### src/rtl/rom_burst_arb_pkg.sv
// -----------------------------------------------------------------------------
// rom_burst_arb_pkg
// Shared types and constants for the ROM burst arbiter.
//   state_e         : arbiter FSM state (IDLE arbitration / BURST sequencing)
//   STAT_WIDTH      : width of each per-requester grant counter (stats build)
//   BEAT_CNT_WIDTH  : width of the total issued-beat counter (stats build)
//   slice_lsb()     : LSB position of element idx in a packed per-requester bus
// -----------------------------------------------------------------------------
package rom_burst_arb_pkg;

  typedef enum logic {
    IDLE  = 1'b0,
    BURST = 1'b1
  } state_e;

  localparam int STAT_WIDTH     = 16;
  localparam int BEAT_CNT_WIDTH = 32;

  function automatic int slice_lsb(input int idx, input int width);
    return idx * width;
  endfunction

endpackage

### src/rtl/rr_arbiter.sv
// -----------------------------------------------------------------------------
// rr_arbiter
// Combinational round-robin pick. Scans the valid vector starting at ptr and
// wrapping modulo N; the first set bit wins.
// Ports:
//   valid [N-1:0]     : request vector
//   ptr   [IDX_W-1:0] : highest-priority position for this pick (< N)
//   grant [N-1:0]     : one-hot winner, zero when nothing is valid
//   idx   [IDX_W-1:0] : binary index of the winner (0 when nothing is valid)
//   any               : at least one request is valid
// -----------------------------------------------------------------------------
module rr_arbiter #(
  parameter int N     = 4,
  parameter int IDX_W = (N > 1) ? $clog2(N) : 1
) (
  input  logic [N-1:0]     valid,
  input  logic [IDX_W-1:0] ptr,
  output logic [N-1:0]     grant,
  output logic [IDX_W-1:0] idx,
  output logic             any
);

  always_comb begin
    int               pos;
    logic [IDX_W-1:0] sel;
    grant = '0;
    idx   = '0;
    any   = 1'b0;
    pos   = 0;
    sel   = '0;
    for (int i = 0; i < N; i++) begin
      // ptr + i folded back into 0..N-1 without a divider
      pos = int'(ptr) + i;
      if (pos >= N) begin
        pos = pos - N;
      end
      sel = IDX_W'(pos);
      if (!any && valid[sel]) begin
        any = 1'b1;
        idx = sel;
      end
    end
    if (any) begin
      grant[idx] = 1'b1;
    end
  end

endmodule

### src/rtl/rom_burst_arbiter.sv
// -----------------------------------------------------------------------------
// rom_burst_arbiter
// Shares one synchronous single-port ROM (1-cycle registered read) between
// N_REQ requesters. Requesters post a start address and a length (beats-1);
// the arbiter grants round-robin, walks consecutive ROM addresses for the
// burst and steers the returned words back with a one-hot valid per owner.
//
// Ports:
//   clk_i, arstn_i  : clock, asynchronous active-low reset
//   req_valid_i     : per-requester request valid
//   req_ready_o     : per-requester accept, one-hot or zero, only in IDLE
//   req_addr_i      : packed start addresses, requester k at [k*ADDR_WIDTH +: ADDR_WIDTH]
//   req_len_i       : packed burst lengths (beats-1)
//   rom_addr_o      : ROM address, holds its last value while idle
//   rom_data_i      : ROM registered read data
//   rsp_valid_o     : one-hot response valid (owner of the returning word)
//   rsp_data_o      : response word (ROM data passed straight through)
//   rsp_last_o      : final beat of the burst, qualified by rsp_valid_o
//   busy_o          : bursting, or a response still in flight
//
// Optional build macro ROM_BURST_ARB_STATS_EN adds:
//   grant_cnt_o     : N_REQ x 16-bit saturating accept counters
//   beat_cnt_o      : 32-bit wrapping count of issued beats
//
// Timing: accept at cycle T, addresses at T+1..T+1+len, responses at
// T+2..T+2+len, next accept possible at T+2+len.
// -----------------------------------------------------------------------------
module rom_burst_arbiter
  import rom_burst_arb_pkg::*;
#(
  parameter int N_REQ      = 4,
  parameter int DATA_WIDTH = 8,
  parameter int ADDR_WIDTH = 8,
  parameter int LEN_WIDTH  = 4
) (
  input  logic                        clk_i,
  input  logic                        arstn_i,
  input  logic [N_REQ-1:0]            req_valid_i,
  output logic [N_REQ-1:0]            req_ready_o,
  input  logic [N_REQ*ADDR_WIDTH-1:0] req_addr_i,
  input  logic [N_REQ*LEN_WIDTH-1:0]  req_len_i,
  output logic [ADDR_WIDTH-1:0]       rom_addr_o,
  input  logic [DATA_WIDTH-1:0]       rom_data_i,
  output logic [N_REQ-1:0]            rsp_valid_o,
  output logic [DATA_WIDTH-1:0]       rsp_data_o,
  output logic                        rsp_last_o,
  output logic                        busy_o
`ifdef ROM_BURST_ARB_STATS_EN
  ,
  output logic [N_REQ*STAT_WIDTH-1:0] grant_cnt_o,
  output logic [BEAT_CNT_WIDTH-1:0]   beat_cnt_o
`endif
);

  localparam int IDX_W = $clog2(N_REQ);

  state_e                 state_q;
  state_e                 state_d;
  logic [IDX_W-1:0]       rr_ptr_q;
  logic [IDX_W-1:0]       owner_q;
  logic [LEN_WIDTH-1:0]   len_q;
  logic [LEN_WIDTH-1:0]   beat_q;

  logic [N_REQ-1:0]       grant;
  logic [IDX_W-1:0]       grant_idx;
  logic                   grant_any;
  logic                   accept;
  logic                   issue;
  logic                   last_beat;
  logic [ADDR_WIDTH-1:0]  start_addr;
  logic [LEN_WIDTH-1:0]   start_len;

  logic                   vld_p0;
  logic                   last_p0;
  logic [IDX_W-1:0]       owner_p0;

  function automatic logic [IDX_W-1:0] next_ptr(input logic [IDX_W-1:0] cur);
    return (cur == IDX_W'(N_REQ - 1)) ? '0 : cur + IDX_W'(1);
  endfunction

  rr_arbiter #(
    .N     (N_REQ),
    .IDX_W (IDX_W)
  ) u_rr_arbiter (
    .valid (req_valid_i),
    .ptr   (rr_ptr_q),
    .grant (grant),
    .idx   (grant_idx),
    .any   (grant_any)
  );

  assign start_addr = req_addr_i[slice_lsb(int'(grant_idx), ADDR_WIDTH) +: ADDR_WIDTH];
  assign start_len  = req_len_i[slice_lsb(int'(grant_idx), LEN_WIDTH) +: LEN_WIDTH];

  // FSM state register
  always_ff @(posedge clk_i or negedge arstn_i) begin
    if (!arstn_i) begin
      state_q <= IDLE;
    end else begin
      state_q <= state_d;
    end
  end

  // FSM next state and handshake. Ready is also masked by arstn_i so that no
  // accept is advertised while the block is held in reset.
  always_comb begin
    state_d     = state_q;
    req_ready_o = '0;
    accept      = 1'b0;
    issue       = 1'b0;
    last_beat   = 1'b0;
    unique case (state_q)
      IDLE: begin
        if (grant_any && arstn_i) begin
          req_ready_o = grant;
          accept      = 1'b1;
          state_d     = BURST;
        end
      end
      BURST: begin
        issue     = 1'b1;
        last_beat = (beat_q == len_q);
        if (last_beat) begin
          state_d = IDLE;
        end
      end
      default: state_d = IDLE;
    endcase
  end

  // Burst sequencing: rom_addr_o doubles as the current address, loaded on
  // accept so the first address appears on the first BURST cycle and then
  // frozen on the last beat so it holds through IDLE.
  always_ff @(posedge clk_i or negedge arstn_i) begin
    if (!arstn_i) begin
      rr_ptr_q   <= '0;
      beat_q     <= '0;
      rom_addr_o <= '0;
    end else begin
      if (accept) begin
        rr_ptr_q   <= next_ptr(grant_idx);
        beat_q     <= '0;
        rom_addr_o <= start_addr;
      end else if (issue && !last_beat) begin
        beat_q     <= beat_q + LEN_WIDTH'(1);
        rom_addr_o <= rom_addr_o + ADDR_WIDTH'(1);
      end
    end
  end

  // Burst owner and length are only consumed while a burst or its response
  // is live, so they carry no reset.
  always_ff @(posedge clk_i) begin
    if (accept) begin
      owner_q <= grant_idx;
      len_q   <= start_len;
    end
  end

  // ---- stage p0: aligns issue tags with the ROM's one-cycle read latency ----
  always_ff @(posedge clk_i or negedge arstn_i) begin
    if (!arstn_i) begin
      vld_p0  <= 1'b0;
      last_p0 <= 1'b0;
    end else begin
      vld_p0  <= issue;
      last_p0 <= issue & last_beat;
    end
  end

  always_ff @(posedge clk_i) begin
    owner_p0 <= owner_q;
  end

  always_comb begin
    rsp_valid_o = '0;
    for (int k = 0; k < N_REQ; k++) begin
      rsp_valid_o[k] = vld_p0 && (owner_p0 == IDX_W'(k));
    end
  end

  assign rsp_last_o = vld_p0 & last_p0;
  assign rsp_data_o = rom_data_i;
  assign busy_o     = (state_q != IDLE) | vld_p0;

`ifdef ROM_BURST_ARB_STATS_EN
  function automatic logic [STAT_WIDTH-1:0] sat_inc(input logic [STAT_WIDTH-1:0] v);
    return (v == '1) ? v : v + STAT_WIDTH'(1);
  endfunction

  always_ff @(posedge clk_i or negedge arstn_i) begin
    if (!arstn_i) begin
      grant_cnt_o <= '0;
      beat_cnt_o  <= '0;
    end else begin
      if (accept) begin
        grant_cnt_o[slice_lsb(int'(grant_idx), STAT_WIDTH) +: STAT_WIDTH] <=
          sat_inc(grant_cnt_o[slice_lsb(int'(grant_idx), STAT_WIDTH) +: STAT_WIDTH]);
      end
      if (issue) begin
        beat_cnt_o <= beat_cnt_o + BEAT_CNT_WIDTH'(1);
      end
    end
  end
`endif

endmodule
### config.mk
export PLATFORM = sky130hd
export DESIGN_NAME = rom_burst_arbiter
export DESIGN_NICKNAME = d
export VERILOG_FILES = /design/src/rtl/rom_burst_arb_pkg.sv /design/src/rtl/rr_arbiter.sv /design/src/rtl/rom_burst_arbiter.sv
export SDC_FILE = /design/constraint.sdc
export NUM_CORES = 1
export LEC_CHECK = 0
export BUFFER_PORTS_ARGS = -buffer_cell sky130_fd_sc_hd__buf_2
export CAP_MARGIN = 20
export CORE_AREA = 3 3 67 69
export CTS_CLUSTER_SIZE = 16
export DETAILED_ROUTE_END_ITERATION = 10
export DIE_AREA = 0 0 70 72
export GPL_TIMING_DRIVEN = 0
export PLACE_DENSITY = 0.73
export SYNTH_ARGS = -nofsm -noshare
export SYNTH_HDL_FRONTEND = slang
export SYNTH_HIERARCHICAL = 1
export SYNTH_SLANG_ARGS = --single-unit
### constraint.sdc
create_clock -name clk_i -period 4.7 [get_ports clk_i]
set_clock_uncertainty 0.2 [all_clocks]
set_input_delay 0.94 -clock clk_i [delete_from_list [all_inputs] [get_ports clk_i]]
set_output_delay 0.94 -clock clk_i [all_outputs]
set_load 0.02 [all_outputs]
==> impl_metrics.env <==
export IMPL_finalSetupTns_ns=0
export IMPL_wl_per_cell_um=13.2
export IMPL_drt_first_iter_violations=71
export IMPL_cts_root_buffer="clkbuf_8"
export IMPL_rsz0062_at_grt="no"
export IMPL_cp_num_cells=7
export IMPL_coreArea_um2=3970
export IMPL_track_usage_pct=15.8
export IMPL_path_buf_inv=4
export IMPL_maxSlewHeadroom_pct=54.7
export IMPL_dieArea_um2=5040
export IMPL_n_antenna_cell=0
export IMPL_cp_max_fo=18
export IMPL_place_hpwl_mm=3.21
export IMPL_dr_pass1_iters=4
export IMPL_synthTopCellsByArea="dfrtp_1 (24%), mux4_2 (15%), edfxtp_1 (10%)"
export IMPL_hold_start="owner_q[1]$_DFFE_PP_"
export IMPL_grt_antenna_before_repair=0
export IMPL_pwr_density_cell_nw_per_um2=503
export IMPL_pwr_share_seq_pct=36.6
export IMPL_switching_share_pct=42.3
export IMPL_regToRegSetupSlack_ns=1.87
export IMPL_critical_path_required_ns=3.56
export IMPL_startpoint_type="input port"
export IMPL_syn_to_final_growth_pct=28.1
export IMPL_grt_pass1_wl_mm=6.58
export IMPL_cts_hold_buffers_added=0
export IMPL_p_clk_share_pct=10.9
export IMPL_final_cell_mix="buf_2 (80), nand2_1 (18), dfrtp_1 (17), mux4_2 (12)"
export IMPL_crit_type="in2out"
export IMPL_post_cts_buffers=0
export IMPL_worstMarginPinSlew_ns=0.679
export IMPL_cp_end_kind="output port"
export IMPL_worst_ir_drop_vdd_mv=0.189
export IMPL_numPortBuffers=76
export IMPL_final_core_util_pct=56.6
export IMPL_synth_top_area_share_pct=24.2
export IMPL_synth_main_ff_cell="dfrtp_1"
export IMPL_syn_area_per_cell_um2=10.7
export IMPL_io_pins=88
export IMPL_mostFrequentLayoutCell="buf_2"
export IMPL_synthArstFlopShare_pct=68.0
export IMPL_reg2reg_to="rom_addr_o[5]$_DFFE_PN0P_"
export IMPL_hold_depth=0
export IMPL_grt_pass1_vias=1452
export IMPL_arrival_ns=2.54
export IMPL_wl_mm=3.90
export IMPL_combPwrFrac_pct=52.5
export IMPL_globalRoute_totalOverflow=0
export IMPL_status="complete, no violations"
export IMPL_synth_seq_cells=25
export IMPL_ys_types=44
export IMPL_ys_warn_count=6
export IMPL_vias_per_cell=5.25
export IMPL_ctsResizeCount=0
export IMPL_p_sw_mw=0.479
export IMPL_fmax_ghz=0.272
export IMPL_crit_family="buffers and inverters"
export IMPL_timing_rr_start="rr_ptr_q[1]$_DFFE_PN0P_"
export IMPL_gp_congestion=0.851
export IMPL_postSynthCellCount=164
export IMPL_cpMostUsedCell="buf_2"
export IMPL_htreeDepth=1
export IMPL_start_util_pct=44.2
export IMPL_period_share_pct=78.2
export IMPL_die_w_um=70
export IMPL_insertion_delay_ns=0.26
export IMPL_yosys_area_top_type="dfrtp_1"
export IMPL_cts_made_buffers=3
export IMPL_p_leak_nw=1.06
export IMPL_hold_end="owner_p0[1]$_DFF_P_"
export IMPL_max_stage_delay_ns=0.52
export IMPL_seq_area_frac_synth_pct=36.8
export IMPL_num_rows=23
export IMPL_synth_edff_count=6
export IMPL_syn_area_um2=1760
export IMPL_grt_max_degree=19
export IMPL_r2r_cells=8
export IMPL_p_int_mw=0.653
export IMPL_clk_pin_slew_ns=0.08
export IMPL_setup_violations=0
export IMPL_die_h_um=72
export IMPL_drive_gt1_share_pct=48.2
export IMPL_cts_buffer_depth=2
export IMPL_cts_tree="done"
export IMPL_hold_path_class="reg2reg"
export IMPL_slew_viol_final=0
export IMPL_syn_nets=229
export IMPL_vias=1549
export IMPL_nets=311
export IMPL_crit_chain="buf_2 -> nand2_1 -> or2_1 -> inv_1 -> clkbuf_1 -> and2_1 -> buf_2"
export IMPL_cts_sinks=25
export IMPL_hold_violations=0
export IMPL_period_needed_ns=3.68
export IMPL_ant_nets=0
export IMPL_route_detailed_drc=0
export IMPL_cap_violations=0
export IMPL_cp_slowest_cell="clkbuf_1"
==> per-layer routing <==
layer / vias to the layer above / part of all wire [%] / GRT usage (%)
li1: 766 / - / -
met1: 712 / 44 / 22.2
met2: 67 / 48 / 26.1
met3: 4 / 7.1 / 1.52
met4: 0 / 1.2 / 5.11
met5: - / 0 / 0
==> cell usage after synthesis (all sizes together), types with 2 or more instances <==
master  count
nand2      18
buf        17
dfrtp      17
mux4       12
nand3       9
nor2        9
and2        7
a21oi       6
edfxtp      6
inv         6
o21ai       6
o211ai      5
o31ai       4
or3         4
xor2        4
ha          3
or4         3
a31oi       2
clkbuf      2
dfxtp       2
mux2i       2
o221a       2
o311ai      2
or2         2
==> flip-flops by register name, indices dropped and copies added (netlist names) <==
register	count
rr_ptr_q	2
owner_q	2
beat_q	4
len_q	4
last_p0	1
vld_p0	1
owner_p0	2
state_q	1
rom_addr_o	8
==> kinds of logic (layout without fill, tap and decap cells) <==
group | count (synthesis) | in the layout | synth area share, %
and+or+nand+nor | 59 | 59 | 17.5
AOI/OAI and AO/OA | 34 | 34 | 14.7
DFF | 25 | 25 | 36.8
buffers and inverters | 25 | 106 | 8.69
muxes | 14 | 14 | 16.5
xor gates and xnor gates | 4 | 4 | 3.70
adders and majority gates | 3 | 3 | 2.14
==> how the worst max path moves through the flow <==
stage                   startpoint                        end  slack, ns
finish                     arstn_i             req_ready_o[2]       1.02
global route               arstn_i             req_ready_o[1]       0.74
CTS                        arstn_i             req_ready_o[1]       0.96
detailed placement         arstn_i             req_ready_o[1]       0.96
global placement           arstn_i             req_ready_o[2]       0.95
floorplan           req_valid_i[0]  rom_addr_o[5]$_DFFE_PN0P_       1.34
==> power by group through the flow <==
stage / clock network, mW / registers, mW / logic (mW)
floorplan: 0 / 0.435 / 0.418
global placement: 0 / 0.417 / 0.587
detailed placement: 0 / 0.419 / 0.598
CTS: 0.127 / 0.415 / 0.601
global route: 0.131 / 0.429 / 0.662
finish: 0.124 / 0.414 / 0.595
==> stage by stage <==
stage | instances | cell area (um2) | setup WS (ns) | total power, mW | hold slack [ns]
final | 295 | 2250 | 1.02 | 1.13 | 0.146
after global routing | 295 | 2250 | 0.743 | 1.22 | 0.154
after CTS | 294 | 2240 | 0.958 | 1.14 | 0.147
after detailed placement | 290 | 2200 | 0.960 | 1.02 | 0.129
after global placement | 290 | 2200 | 0.955 | 1.00 | 0.123
after floorplan | 164 | 1760 | 1.34 | 0.853 | 0.123
==> final cells by class <==
| type | count | area (um2) |
|---|---|---|
| fillers | 361 | 1720 |
| inverters | 6 | 22.5 |
| repair buffers | 77 | 385 |
| clock buffers | 4 | 45.0 |
| flip-flops and latches | 25 | 646 |
| well taps | 50 | 62.6 |
| plain buffers | 19 | 130 |
| multi-input cells | 114 | 958 |
(Power assumes the default switching activity.)
